--- config.mk ---
export PLATFORM = sky130hd
export DESIGN_NAME = pe
export DESIGN_NICKNAME = d
export VERILOG_FILES = /design/src/rtl/pe.sv
export SDC_FILE = /design/constraint.sdc
export NUM_CORES = 1
export LEC_CHECK = 0
export ABC_AREA = 1
export CAP_MARGIN = 20
export CORE_ASPECT_RATIO = 1.1
export CORE_UTILIZATION = 50
export DETAILED_ROUTE_END_ITERATION = 7
export PLACE_DENSITY = 0.74
export RECOVER_POWER = 100
export SLEW_MARGIN = 10
export SYNTH_ARGS = -nofsm -noshare
export SYNTH_HDL_FRONTEND = slang
export SYNTH_SLANG_ARGS = --single-unit
--- constraint.sdc ---
create_clock -name clk -period 0.8 [get_ports clk]
set_input_delay 0.16 -clock clk [delete_from_list [all_inputs] [get_ports clk]]
set_output_delay 0.16 -clock clk [all_outputs]
set_load 0.005 [all_outputs]
--- src/rtl/pe.sv ---
// rtl/pe.sv - unsigned multiply processing element with registered full-precision product
module pe #(
  parameter int input_width  = 8,
  parameter int output_width = 16
) (
  input  logic                    clk,
  input  logic                    rst_n,
  input  logic [input_width-1:0]  ifm_input,
  input  logic [input_width-1:0]  wgt_input,
  output logic [output_width-1:0] product_output
);

  generate
    if (output_width != 2 * input_width) begin : g_width_check
      $error("pe: output_width must equal 2*input_width");
    end
  endgenerate

  logic [output_width-1:0] rows [input_width];
  logic [output_width-1:0] product;

  // One AND-gated row per weight bit, shifted to that bit's weight.
  always_comb begin
    for (int i = 0; i < input_width; i++) begin
      rows[i] = (output_width'(ifm_input) & {output_width{wgt_input[i]}}) << i;
    end
  end

  always_comb begin
    product = '0;
    for (int i = 0; i < input_width; i++) begin
      product = product + rows[i];
    end
  end

  always_ff @(posedge clk or negedge rst_n) begin
    if (!rst_n) begin
      product_output <= '0;
    end else begin
      product_output <= product;
    end
  end

endmodule

# Word level (Yosys, flattened, before mapping)
# Index checks and enable logic that the tools add are counted.
word_totals:
  mem_bits_ro: 0
  ram_bits: 0
  in_bits: 18
  memories: 0
  ff_bits: 16
  output_inout_bits: 16
  latchBits: 0
  word_cells: 16
op_classes:
  n_addsub: 7
  n_bitwise: 8
  n_mux: 0
  shift: 0
  eq_ne: 0
  reduce_logical: 0
  n_mul: 0
  n_div: 0
  magnitude_cmp: 0
op_table:
  columns: ["cell", "count"]
  rows:
  - ["adder 16 bit", 7]
  - ["bitwise AND 8 x 16 -> 16 bit", 1]
  - ["bitwise AND 8 x 15 -> 15 bit", 1]
  - ["bitwise AND 8 x 14 -> 14 bit", 1]
  - ["bitwise AND 8 x 13 -> 13 bit", 1]
  - ["bitwise AND 8 x 12 -> 12 bit", 1]
  - ["bitwise AND 8 x 11 -> 11 bit", 1]
  - ["bitwise AND 8 x 10 -> 10 bit", 1]
  - ["bitwise AND 8 x 9 -> 9 bit", 1]

# Depth between registers and ports, before layout
depth:
  ltp_word: 8
  ltp_mapped: 20
  ltp_nobuf: 19

# Least setup slack after synthesis
# OpenSTA, ideal clock, no wires.
synth_timing:
  kind: "input port to flip-flop"
  startpoint: "in ifm_input[2]"
  endpoint: "reg product_output[12]"
  cell_stages: 18
  arrival_ps: 3535
  slack_ps: -2852
  setup_ps: 117
  required_ps: 683
  cell_sequence: "clkbuf_1 > nand2_1 > inv_1 > fa_1 > inv_1 > fa_1 > inv_1 > fa_1 > inv_1 > fa_1 > inv_1 > ha_1 > a21oi_1 > nor2_1 > nor2_1 > nand2_1 > nand2_1 > nand2_1"
synth_between:
  elab_chain_cells: 8
  word_cells_on_any_way: 15
  classes_between: "7 x add/sub; 8 x bitwise"
synth_lines:
  columns: ["item", "line", "rtl"]
  rows:
  - ["start: declaration", "8", "input logic [input_width-1:0] ifm_input,"]
  - ["bitwise AND 8 x 16 -> 16 bit / bitwise AND 8 x 15 -> 15 bit (equally long branches)", "25", "rows[i] = (output_width'(ifm_input) & {output_width{wgt_input[i]}}) << i;"]
  - ["adder 16 bit (6 in series)", "32", "product = product + rows[i];"]
  - ["adder 16 bit (*)", "32", null]
  - ["named net product[12]", "20", "logic [output_width-1:0] product;"]
  - ["end signal: assignment", "40", "product_output <= product;"]
  - ["end: declaration", "10", "output logic [output_width-1:0] product_output"]
# The timed path passes the listed nets; every way through them passes the cells marked *.

# Worst setup path in the final report
layout_timing:
  startpoint: "in wgt_input[7]"
  endpoint: "reg product_output[15]"
layout_between:
  elab_chain_cells: 2
layout_lines:
  columns: ["item", "line", "rtl"]
  rows:
  - ["start: declaration", "9", "input logic [input_width-1:0] wgt_input,"]
  - ["bitwise AND 8 x 9 -> 9 bit", "25", null]
  - ["adder 16 bit", "32", null]
  - ["named net product[15]", "20", null]
# The timed path passes the listed nets, and every way through them passes these cells.

==> results by group <==
Run status
  • Status: finished with violations
  • Failing checks: setup timing

Floorplan
  • Core Area: roughly 4800 um2
  • Starting Density: ~53%
  • Die area: roughly 5400 um2
  • I/O Pins: 34
  • Site Rows: 26
  • Die Y: between 70 and 80 um
  • Die width: between 70 and 80 um

Routing
  • Wire per inst: around 13 um
  • First DRT Iteration DRCs: slightly above 100
  • Final ANT Viol Nets: 0
  • Total wire length: between 6000 and 7000 um
  • Remaining DRCs: 0
  • DRT Pass-1 Iters: 4
  • Detail-routed via count per cell: 4.85
  • Vias: roughly 2200

Hold path
  • Min-delay worst type: primary input to flip-flop

Critical path
  • Worst path required time: about 0.94 ns
  • Setup CP Type: primary input to flip-flop
  • Worst Setup End Kind: flip-flop
  • Worst Setup Start Kind: primary input
  • Critical Path AT: 3.35 ns
  • Crit Path Max Fanout: 4

GRT
  • Initial antenna violation count: 0
  • Grt total ovfl: 0
  • Gr usage total: roughly a quarter
  • Largest net degree at the start of global routing: 17
  • First-pass GRT wire length: between 10000 and 15000 um
  • Number of global-route vias before repair: ~2400

Placed design
  • DP Area: about 3300 um2
  • Placed Instances: 445
  • Buffers on Ports: 33
  • Gpl congestion: around 0.9
  • Detailed Place HPWL: about 4500 um

CTS
  • CTS Buf Count: 3
  • H-tree depth: 1
  • Root buf cell: clkbuf_8
  • Clk sink count: 16
  • TritonCTS clock tree: done
  • Maximum count of clock buffers along a single path: 2
  • Hold Buf Count CTS: 0
  • Clock transition at path regs: 0.06 ns

Synthesis
  • Sequential fraction of the synthesis area: between 15 and 20%
  • Post-Syn Area per Cell: between 7 and 8 um2
  • Simple-gate share of the synthesized area: just over 20%
  • Compound-gate portion of the synthesized area: less than 1%
  • Fraction of synthesized cell area in xor and xnor cells: about 2%
  • Combinational family with the most area after synthesis: adder cells
  • Synthesized flop and latch total: 16
  • Syn nets: between 400 and 500
  • Adder-cell share of the synthesized area: roughly 45%
  • Synth unique cells: 14
  • Warning count from the yosys run: 0
  • Netlist Area Pre-Place: 2550 um2
  • Post-synthesis mux area share: 0%
  • Mapped Cells: 336

Final layout
  • Biggest regs: product_output x16
  • # diodes: 0
  • Finished Cell Area: 3750 um2
  • Non-filler cells, final: around 460
  • Share of cells above drive strength 1: ~42%
  • Syn-to-layout area delta: 47.1%
  • Largest register FFs: 16
  • Largest Register: product_output
  • Layout Nets: 495

Power
  • P_leak: approximately 2.2 nW
  • Max VDD drop: roughly 1600 uV
  • PwrDens: about 2600 nW/um2

Flow run
  • Max-Cap Viols: 0

STA
  • Hold WS: 0.321 ns
  • Sum Neg Setup Slack: -28.76 ns
  • Worst-margin pin slew: between 0.3 and 0.4 ns
  • Endpoints failing setup: 31
  • PnR worst setup slack: -2.41 ns
  • Final Slew Violations: 0
  • Period Utilization, post-route: 401%
  • Hold Fails Final Rpt: 0
  • F_max: ~0.31 GHz
  • Final min period: between 3 and 4 ns
  • RSZ-0062 raised after global routing: yes
  • Relative slew slack: between 70% and 80%
==> layout make-up <==
class                      instances  area (um2)
multi-input combinational        209        2140
fill                             320        1030
timing repair buffer              83         727
sequential                        16         400
inverter                          95         362
tap                               56        70.1
clock buffer                       4        55.1
==> stage by stage <==
stage          setup WS (ns)  power (W)  utilization, %
6_report               -2.41    0.00968            78.5
5_1_grt                -2.56     0.0105            78.5
4_1_cts                -2.42    0.00892            74.8
3_5_place_dp           -3.17    0.00741            69.4
3_3_place_gp           -3.17    0.00725            69.4
2_1_floorplan          -2.55    0.00537               -
==> cell usage after synthesis <==
cell type,instances,area share (%)
a21oi_1,4,0.78
nand3_1,10,2.0
nand3_2,1,0.39
or2_2,1,0.25
clkbuf_1,16,2.4
xor2_1,5,1.7
dfrtp_1,16,16
nand4_1,2,0.49
inv_1,95,14
nand2_1,106,16
ha_1,31,15
fa_1,38,30
nor2_1,10,1.5
xnor2_1,1,0.34
==> final timing paths <==
kind | startpoint | to | slack, ns | cells past startpoint
max | wgt_input[7] | product_output[15] | -2.41 | 19
min | wgt_input[0] | product_output[0] | 0.32 | 4
max in group asynchronous | rst_n | product_output[1] | 0.13 | 2
min in group asynchronous | rst_n | product_output[6] | 0.39 | 2
==> logic make-up (layout without fill, tap and decap cells) <==
logic type	after synthesis	count (layout)
xor+xnor	6	6
compound gates	4	4
buf+inv	111	182
flops	16	16
simple gates	130	130
fa+ha+maj	69	69
==> worst max-delay path, stage by stage <==
cell,delay [ns]
buf_8,0.10
nand2_4,0.05
inv_2,0.03
fa_1,0.54
inv_2,0.04
fa_1,0.52
inv_1,0.05
fa_1,0.48
inv_1,0.05
fa_1,0.50
inv_2,0.05
ha_4,0.31
nand2_4,0.07
inv_1,0.05
nand2_1,0.07
nand2_1,0.08
nand2_1,0.07
nand4_1,0.07
nand2_1,0.06
==> cell usage in the layout (no fill, tap or decap), types with 6 or more instances in the layout <==
master	synthesis	routed
ha_1	31	17
buf_4	0	29
nand2_1	106	79
ha_4	0	14
fa_1	38	32
buf_2	0	19
inv_2	0	19
fa_2	0	6
nand2_4	0	11
buf_6	0	24
dfrtp_1	16	16
nand2_2	0	16
inv_1	95	74
==> what timing repair did <==
action	in CTS	in global routing
gates resized for setup	198	49
buffers inserted	10	5
endpoints found under the setup margin	32	31
pin swaps	41	25
==> report_power, final <==
group | switching, W | total [W] | internal [W]
sequential | 0.0000874 | 0.00125 | 0.00117
combinational | 0.00393 | 0.00772 | 0.00378
clock | 0.000273 | 0.000710 | 0.000437
total | 0.00430 | 0.00968 | 0.00538
==> metal layers <==
layer  up-vias  GRT usage (%)  routed length (um)
li1       1100              -                   -
met4         0           4.00                  58
met3         8           1.97                  99
met5         -              0                   0
met2        36           47.2                3610
met1      1100           28.5                2380
Note: power is estimated with default switching activity, not from simulation.
